## src/rtl/seg7_scan_driver.sv

```systemverilog
// seg7_scan_driver: time-multiplexed BCD seven-segment driver with frame snapshot and leading-zero blanking
module seg7_scan_driver #(
    parameter int NUM_DIGITS  = 4,
    parameter int REFRESH_DIV = 100_000
) (
    input  logic                    clk,
    input  logic                    reset,
    input  logic [4*NUM_DIGITS-1:0] bcd_in,
    input  logic [NUM_DIGITS-1:0]   dp_in,
    input  logic                    blank_lz,
    output logic [NUM_DIGITS-1:0]   an,
    output logic [6:0]              seg,
    output logic                    dp
);
    localparam int CW = $clog2(REFRESH_DIV);
    localparam int SW = $clog2(NUM_DIGITS);
    logic [CW-1:0]           cnt;
    logic [SW-1:0]           sel;
    logic [4*NUM_DIGITS-1:0] shadow;
    logic [NUM_DIGITS-1:0]   shadow_dp;
    logic [NUM_DIGITS-1:0]   blank;
    logic [3:0]              digit;
    logic [6:0]              dec;
    logic                    tick;
    logic                    last;
    logic                    all_zero;
    assign tick  = cnt == CW'(REFRESH_DIV - 1);
    assign last  = sel == SW'(NUM_DIGITS - 1);
    assign digit = shadow[4*sel +: 4];
    always_comb begin
        case (digit)
            4'd0:    dec = 7'b1000000;
            4'd1:    dec = 7'b1111001;
            4'd2:    dec = 7'b0100100;
            4'd3:    dec = 7'b0110000;
            4'd4:    dec = 7'b0011001;
            4'd5:    dec = 7'b0010010;
            4'd6:    dec = 7'b0000010;
            4'd7:    dec = 7'b1111000;
            4'd8:    dec = 7'b0000000;
            4'd9:    dec = 7'b0010000;
            default: dec = 7'b0111111;
        endcase
    end
    // a digit is blank when it and every digit to its left are zero; digit 0 always shows
    always_comb begin
        all_zero = 1'b1;
        blank    = '0;
        for (int i = NUM_DIGITS - 1; i >= 0; i--) begin
            all_zero = all_zero && (shadow[4*i +: 4] == 4'd0);
            blank[i] = all_zero && (i != 0);
        end
    end
    always_ff @(posedge clk or posedge reset) begin
        if (reset) begin
            cnt       <= '0;
            sel       <= '0;
            shadow    <= '0;
            shadow_dp <= '0;
            an        <= '1;
            seg       <= 7'h7F;
            dp        <= 1'b1;
        end else begin
            cnt <= tick ? '0 : cnt + 1'b1;
            if (tick) sel <= last ? '0 : sel + 1'b1;
            if (tick && last) begin
                shadow    <= bcd_in;
                shadow_dp <= dp_in;
            end
            an  <= ~(NUM_DIGITS'(1) << sel);
            seg <= (blank_lz && blank[sel]) ? 7'h7F : dec;
            dp  <= (blank_lz && blank[sel]) ? 1'b1 : ~shadow_dp[sel];
        end
    end
endmodule
```

## config.mk

```make
export PLATFORM = sky130hd
export DESIGN_NAME = seg7_scan_driver
export DESIGN_NICKNAME = d
export VERILOG_FILES = /design/src/rtl/seg7_scan_driver.sv
export SDC_FILE = /design/constraint.sdc
export NUM_CORES = 1
export LEC_CHECK = 0
export ABC_CLOCK_PERIOD_IN_PS = 5500
export CAP_MARGIN = 15
export CORE_MARGIN = 3
export CORE_UTILIZATION = 55
export DETAILED_ROUTE_END_ITERATION = 12
export PLACE_DENSITY = 0.92
export REMOVE_ABC_BUFFERS = 1
export SYNTH_ARGS = -nofsm -noshare
export SYNTH_HDL_FRONTEND = slang
export SYNTH_SLANG_ARGS = --single-unit
```

## constraint.sdc

```tcl
create_clock -name clk -period 5.5 [get_ports clk]
set_input_delay 0.825 -clock clk [delete_from_list [all_inputs] [get_ports clk]]
set_output_delay 0.825 -clock clk [all_outputs]
set_load 0.02 [all_outputs]
```

==> flow_metrics.tcl, run 1 <==
set metrics [dict create \
    syn_area_mm2 0.002489 \
    die-area_mm2 0.005368 \
    initial_utilization_pct 59.64 \
    port_buffers 34 \
    cts_setup_buffers 0 \
    worst_slew_pin_slew_ns 0.7547 \
    die_h_um 73.27 \
    synth.top_cells.by_area "dfrtp_1, dfstp_2, mux2_4, ha_1, xor2_1" \
    routed_wirelength_mm 4.741 \
    setup.worst_path.start_class "register" \
    grt_pass1_wl_mm 8.100 \
    synth_top_area_cell "dfrtp_1" \
    netlist_instances 192 \
    clock_latency_ns 0.31 \
    ys_warn_count 0 \
    tns_ns 0 \
    holdPathStages 1 \
    track_usage_pct 20.36 \
    fin_util_pct 70.67 \
    ant_nets 0 \
    antenna_found_initial 0 \
    cts_max_level 2 \
    rows 23 \
    ys_types 39 \
    gp_congestion 0.7804 \
    postCtsHoldBufs 0 \
    crit_path_end_kind "register" \
    clk_pin_slew_worst_paths_ns 0.09 \
    clkSinkCount 51 \
    hold_violations 0 \
    detailedPlace.worstSlack_ns 3.129 \
    antenna_cells 0 \
    grt_pass1_vias 1629 \
    dr.pass1.iters 4 \
    post-route-min-period_ns 2.379 \
    hold_path_class "register to register" \
    cts.path.max_buffers 2 \
    core_area_mm2 0.004173 \
    r2r_cells 5 \
    synth_most_common_cell "dfrtp_1" \
    synth_top_area_share_pct 39.22 \
    synthTopCellsByCount "dfrtp_1, mux2_4, dfstp_2, inv_1, nor2_1" \
    drive_gt1_share_pct 22.37 \
    worstHoldStart "cnt[0]" \
    route.detailed.drc 0 \
    synth_flop_cell "dfrtp_1" \
    hold_end "cnt[0]" \
    routed-via-count 1600 \
    maxSlewHeadroom_pct 49.50 \
    dp_hpwl_mm 3.461 \
    max_cap_violations 0 \
    fillers 293 \
    postSynth.asyncResetShare_pct 100.0 \
    die_x_um 73.27 \
    nets 260 \
    avgViaCountPerCell 5.755 \
    postCtsResizedCells 0 \
    fmax_ghz 0.4204 \
    whs_ns 0.4971 \
    rr_startpoint "cnt[0]" \
    r2r_setup_slack_ns 3.12 \
    root_buffer "clkbuf_8" \
    power.density_mw_per_mm2 233.8 \
    routedWlPerCell_um 17.05 \
    p_leak_nw 1.318 \
    rr_endpoint "shadow[1]" \
    required_ns 5.69 \
    syn_area_per_cell_um2 12.96 \
    max-vdd-ir-drop_v 0.0001824 \
    dr.first_iter.drc_count 124 \
    area_growth_pct 18.50 \
    fin_ws_ns 3.121 \
    clock_skew_ns 0.003545 \
    io_pins 35 \
    setup_viol 0 \
    overflow 0 \
    numCtsBuffers 5 \
    drv_slew 0 \
    fin_crit_sh_pct 43.25 \
    rsz0062_at_grt "no" \
    synth_seq_cells 51 \
    status "completed" \
    cts_tree "yes" \
    synth_edf_count 0 \
    worst-setup-path-type "register to register" \
    worstPathArrival_ns 2.57 \
    cp_max_fo 20 \
    synth_seq_area_share_pct 51.89 \
    grt_max_degree 52 \
]
## cell families after synthesis
group / count (synthesis) / share of synthesized area (%)
simple gates: 55 / 12.72
flops: 51 / 51.89
xor+xnor: 13 / 4.575
compound gates: 18 / 4.123
mux: 27 / 17.70
fa+ha+maj: 10 / 5.028
buf+inv: 18 / 3.971
## per-stage QoR
step	area [um^2]	total power, mW	instances
global route	2949	0.7180	278
CTS	2929	0.6953	277
finish	2949	0.6895	278
detailed placement	2834	0.4730	269
global placement	2834	0.4675	269
floorplan	2431	0.4380	185
## cell type report
class                           count  area (um^2)  area share, %
Clock buffer                        7        86.33          2.927
Clock inverter                      1        8.758         0.2970
Inverter                           11        41.29          1.400
Multi-Input combinational cell    123         1099          37.25
Sequential cell                    51         1291          43.78
Tap cell                           50        62.56          2.121
Timing Repair Buffer               35        360.3          12.22
## layout by cell type (no fill, tap or decap), types with 2 or more instances in the layout
cell and instances:
mux4_2 3, xnor2_1 5, inv_1 10, or3_1 2, dfrtp_1 39, o21ai_1 2, ha_1 10, nor4_1 2
mux2i_1 2, clkbuf_8 6, clkdlybuf4s50_1 34, o21ai_0 6, or2_0 2, nand3_1 6, and4_1 3, a21oi_1 6
mux4_1 2, xor2_1 8, o31ai_1 2, mux2_4 20, nand2_1 10, nand4_1 8, nor2_1 11, dfstp_2 12
## critical path, stage by stage, from the launching register on
cell     delay (ns)
dfrtp_1        0.40
ha_1           0.21
and4_1         0.35
and2_4         0.21
nand3_2        0.56
mux2_4         0.53
## state kept, by name, summed over array words and instances, names as in the netlist
| name | flops |
|---|---|
| dp | 1 |
| cnt | 17 |
| an | 4 |
| seg | 7 |
| shadow | 16 |
| shadow_dp | 4 |
| sel | 2 |
## power by group
group          total (mW)  switching, mW  internal, mW
logic              0.0693         0.0294        0.0399
registers           0.397        0.00715         0.390
clock network       0.223          0.120         0.103
## how the worst max path moves through the flow
stage                 from         to
floorplan           cnt[0]  shadow[0]
global placement    cnt[0]  shadow[9]
detailed placement  cnt[0]  shadow[1]
CTS                 cnt[0]  shadow[1]
global route        cnt[0]  shadow[1]
finish              cnt[0]  shadow[1]
## routing by layer
metal  vias up  track usage (%)  share of wire, %
met3         9            4.514               3.7
met5         -                0                 0
met4         0            9.426               2.6
met2        43            32.57                51
met1       802            26.39                43
li1        746                -                 -
(Power assumes the default switching activity.)
==> run 2, diff against run 1 <==
- ABC_CLOCK_PERIOD_IN_PS: 5500 -> 2100
- CORE_UTILIZATION: 55 -> 49
- PLACE_DENSITY: 0.92 -> 0.88
- clock period: 5.5 -> 2.1 ns (I/O delays scaled with it)
==> run 2 against run 1 <==
  * Hold slack got worse by 0.18 ns
  * Combinational power increased to 2.5 times the previous value
  * Critical path depth increased by 1
  * Maximum frequency rose by 27%
  * Flip-flop and latch count did not move
  * Non-clock buffer count up 3
  * Setup slack lost 2.9 ns
  * Clock-buffer cell count fell by 1
  * Cell count is 7.2% higher
  * First-iteration DRC count shrank 27%
  * Register-to-register slack worse by 2.9 ns
==> flow_metrics.tcl, run 2 (synthesized netlist as in run 1, its figures left out) <==
set metrics [dict create \
    status "completed" \
    ant_nets 0 \
    cp_max_fo 20 \
    largest_reg_flops 17 \
    routed_wirelength_mm 4.370 \
    cts_tree "yes" \
    largest_register "cnt" \
    cts_setup_buffers 0 \
    cts_max_level 2 \
    final_cell_mix "dfrtp_1, clkdlybuf4s50_1, mux2_4, dfstp_2, nor2_1" \
    grt_pass1_vias 1621 \
    rsz0062_at_grt "no" \
    multi_input_area_mm2 0.001099 \
    max_cap_violations 0 \
    postCtsHoldBufs 0 \
    power.density_mw_per_mm2 647.1 \
    root_buffer "clkbuf_8" \
    r2r_cells 6 \
    worst_slew_pin_slew_ns 0.4298 \
    rr_endpoint "shadow[6]" \
    antenna_found_initial 0 \
    avgViaCountPerCell 5.191 \
    initial_utilization_pct 51.66 \
    rr_startpoint "cnt[0]" \
    drive_gt1_share_pct 23.81 \
    grt_max_degree 33 \
    core_area_mm2 0.004817 \
    fmax_ghz 0.5348 \
    die_x_um 77.27 \
    die_h_um 77.27 \
    layout_commonest_cell "dfrtp_1" \
    p_leak_nw 1.354 \
    max-vdd-ir-drop_v 0.0004019 \
    clkSinkCount 51 \
    tns_ns 0 \
    hold_path_class "input port to asynchronous set/reset pin" \
    overflow 0 \
    nets 263 \
    worstPathArrival_ns 2.06 \
    crit_path_end_kind "register" \
    setup.worst_path.start_class "register" \
    antenna_cells 0 \
    fillers 374 \
    whs_ns 0.3191 \
    gp_congestion 0.8257 \
    clock_latency_ns 0.31 \
    clk_pin_slew_worst_paths_ns 0.09 \
    route.detailed.drc 0 \
    post-route-min-period_ns 1.870 \
    hold_violations 0 \
    area_growth_pct 22.22 \
    largest_registers "cnt x17, shadow x16, seg x7" \
    dp_hpwl_mm 3.152 \
    r2r_setup_slack_ns 0.23 \
    numCtsBuffers 5 \
    fin_crit_sh_pct 89.04 \
    routed-via-count 1547 \
    dr.pass1.iters 4 \
    rows 25 \
    clock_skew_ns 0.009050 \
    fin_util_pct 63.14 \
    regArea_mm2 0.001291 \
    setup_viol 0 \
    grt_pass1_wl_mm 7.465 \
    drv_slew 0 \
    maxSlewHeadroom_pct 71.31 \
    io_pins 35 \
    required_ns 2.30 \
    port_buffers 34 \
    postCtsResizedCells 0 \
    cts.path.max_buffers 2 \
    worst-setup-path-type "register to register" \
    routedWlPerCell_um 14.66 \
    dr.first_iter.drc_count 90 \
    die-area_mm2 0.005970 \
    track_usage_pct 15.72 \
]
[run 2: worst max path at each step]
stage / start / end / slack, ns / cells after the start
floorplan: cnt[0] / shadow[0] / 0.04 / 5
global placement: cnt[0] / shadow[3] / 0.30 / 6
detailed placement: cnt[0] / shadow_dp[2] / 0.25 / 6
CTS: cnt[0] / shadow[6] / 0.23 / 6
global route: cnt[0] / shadow_dp[2] / 0.14 / 6
finish: cnt[0] / shadow[6] / 0.23 / 6
[run 2: metrics by stage]
step	cell area (um^2)	instances	power, mW	setup slack, ns
finish	3042	298	1.968	0.2303
global route	3042	298	2.036	0.1423
CTS	3042	298	1.985	0.2315
detailed placement	2910	290	1.237	0.2471
global placement	2910	290	1.231	0.3020
floorplan	2431	185	1.147	0.04277
[run 2: power by group]
group	total, mW	internal, mW	switching [mW]
Clock	0.751	0.427	0.324
Combinational	0.176	0.104	0.0724
Sequential	1.04	1.02	0.0193
Total	1.97	1.55	0.415
[run 2: layout make-up]
cell class	count	area share, %
Timing Repair Buffer	38	13.00
Clock inverter	2	1.234
Inverter	11	1.357
Sequential cell	51	42.45
Multi-Input combinational cell	123	36.12
Tap cell	67	2.756
Clock buffer	6	3.085
[run 2: metal layers]
layer	part of all wire, %	track usage (%)
met1	48	21.62
met2	46	22.97
met3	3.5	3.521
met4	2.4	8.719
met5	0	0
[run 2: worst max-delay path, stage by stage, from the launching register on]
cell	delay (ns)
dfrtp_1	0.39
ha_1	0.21
and4_1	0.36
and2_4	0.21
nand3_2	0.09
buf_12	0.18
mux2_4	0.30
==> run 3, diff against run 2 <==
- ABC_CLOCK_PERIOD_IN_PS: 2100 -> 2200
- CORE_UTILIZATION: 49 -> 55
- PLACE_DENSITY: 0.88 -> 0.92
- clock period: 2.1 -> 2.2 ns (I/O delays scaled with it)
==> run 3 against run 2 <==
  * Clock skew fell by 0.0049 ns
  * Cell count decreased by 5.4%
  * First-iteration DRC count grew 17%
  * Register-to-register slack gained 0.099 ns
  * Utilization grew 8.2 points
  * Final area shrank 2.1%
  * Via count increased by 1.8%
  * Largest cell class unchanged
  * Combinational power fell by 4%
==> flow_metrics.tcl, run 3 (synthesized netlist as in run 1, its figures left out) <==
set metrics [dict create \
    setup_viol 0 \
    route.detailed.drc 0 \
    nets 264 \
    detailedPlace.worstSlack_ns 0.3527 \
    fmax_ghz 0.5346 \
    fin_ws_ns 0.3295 \
    tns_ns 0 \
    grt_max_degree 31 \
    max_cap_violations 0 \
    antenna_cells 0 \
    drive_gt1_share_pct 23.28 \
    grt_pass1_vias 1564 \
    cp_max_fo 10 \
    area_growth_pct 19.66 \
    cts_setup_buffers 0 \
    numCtsBuffers 5 \
    hold_violations 0 \
    dr.pass1.iters 4 \
    layout.cells.non_filler 282 \
    worstPathArrival_ns 2.09 \
    dp_hpwl_mm 3.326 \
    p_leak_nw 1.339 \
    antenna_found_initial 0 \
    regArea_mm2 0.001291 \
    critPathMaxStageDelay_ns 0.65 \
    port_buffers 34 \
    avgViaCountPerCell 5.585 \
    stdcell_area_mm2 0.002978 \
    worst_slew_pin_slew_ns 0.4689 \
    rsz0062_at_grt "no" \
    postCtsHoldBufs 0 \
    post-route-min-period_ns 1.870 \
    ant_nets 0 \
    grt_pass1_wl_mm 7.541 \
    routedWlPerCell_um 15.68 \
    fin_crit_sh_pct 85.02 \
    p_int_mw 1.298 \
    track_usage_pct 18.95 \
    core_area_mm2 0.004173 \
    root_buffer "clkbuf_8" \
    die_h_um 73.27 \
    required_ns 2.42 \
    io_pins 35 \
    multi_input_area_mm2 0.001099 \
    layout_commonest_cell "dfrtp_1" \
    placed_area_mm2 0.002897 \
    clkSinkCount 51 \
    dpl.cell_count 274 \
    initial_utilization_pct 59.64 \
    cts_tree "yes" \
    pwr-share-seq_pct 59.2 \
    setup.worst_path.start_class "register" \
    routed_wirelength_mm 4.421 \
    clock_latency_ns 0.31 \
    max-vdd-ir-drop_v 0.0004257 \
    comb_power_share_pct 10.1 \
    final_cell_mix "dfrtp_1, clkdlybuf4s50_1, mux2_4, dfstp_2, nor2_1" \
    fillers 267 \
    fin_util_pct 71.36 \
    clk_pin_slew_worst_paths_ns 0.08 \
    maxSlewHeadroom_pct 68.69 \
    rows 23 \
    p_sw_mw 0.3789 \
    die-area_mm2 0.005368 \
    largest_reg_flops 17 \
    drv_slew 0 \
    largest_register "cnt" \
    power_frac_clock_pct 30.7 \
    clock_skew_ns 0.004148 \
    status "completed" \
    postCtsResizedCells 0 \
    largest_registers "cnt x17, shadow x16, seg x7" \
    cts.path.max_buffers 2 \
    overflow 0 \
    cts_max_level 2 \
    gp_congestion 0.8731 \
    cp_cell_sequence "buf_4, mux4_2, o21ai_1, o31a_2, o21ai_0" \
    whs_ns 0.3547 \
    hold_path_class "input port to asynchronous set/reset pin" \
    dr.first_iter.drc_count 105 \
    p_total_mw 1.677 \
    crit_path_end_kind "register" \
    worst-setup-path-type "register to register" \
    power.density_mw_per_mm2 563.2 \
    swShare_pct 22.59 \
    slowest_stage "mux4_2" \
    die_x_um 73.27 \
    routed-via-count 1575 \
]
run 3: power by group through the flow:
stage               Combinational [mW]  Clock, mW  Sequential (mW)
floorplan                       0.0741          0             1.02
global placement                 0.165          0             1.01
detailed placement               0.171          0             1.01
CTS                              0.172      0.538            0.993
global route                     0.185      0.565            0.997
finish                           0.169      0.515            0.993
run 3: worst max-delay path, delay by kind of cell, from the launching register on:
kind / cells / cell delay, ns
buf+inv: 1 / 0.21
compound gates: 3 / 0.50
mux: 1 / 0.65
flops: 1 / 0.42
run 3: final timing paths:
path	startpoint	end	slack, ns	cells after the start
min in group clk	cnt[0]	cnt[0]	0.48	1
max	sel[1]	seg[5]	0.33	5
max reg2reg	sel[1]	seg[5]	0.33	5
max in group asynchronous	reset	shadow[4]	1.34	3
min	reset	cnt[13]	0.35	2
min reg2reg	cnt[0]	cnt[0]	0.48	1
run 3: area by class of cell:
type,instances,area share [%]
multi-input cells,123,36.89
clock inverters,1,0.1681
repair buffers,39,13.53
flip-flops and latches,51,43.36
well taps,50,2.101
clock buffers,7,2.563
inverters,11,1.387
run 3: per-layer routing:
layer / wire (um) / track usage (%) / vias to the layer above
met5: 0 / 0 / -
met4: 85 / 8.197 / 0
met3: 228 / 5.882 / 8
met2: 2223 / 29.99 / 44
met1: 1883 / 24.00 / 773
li1: - / - / 750
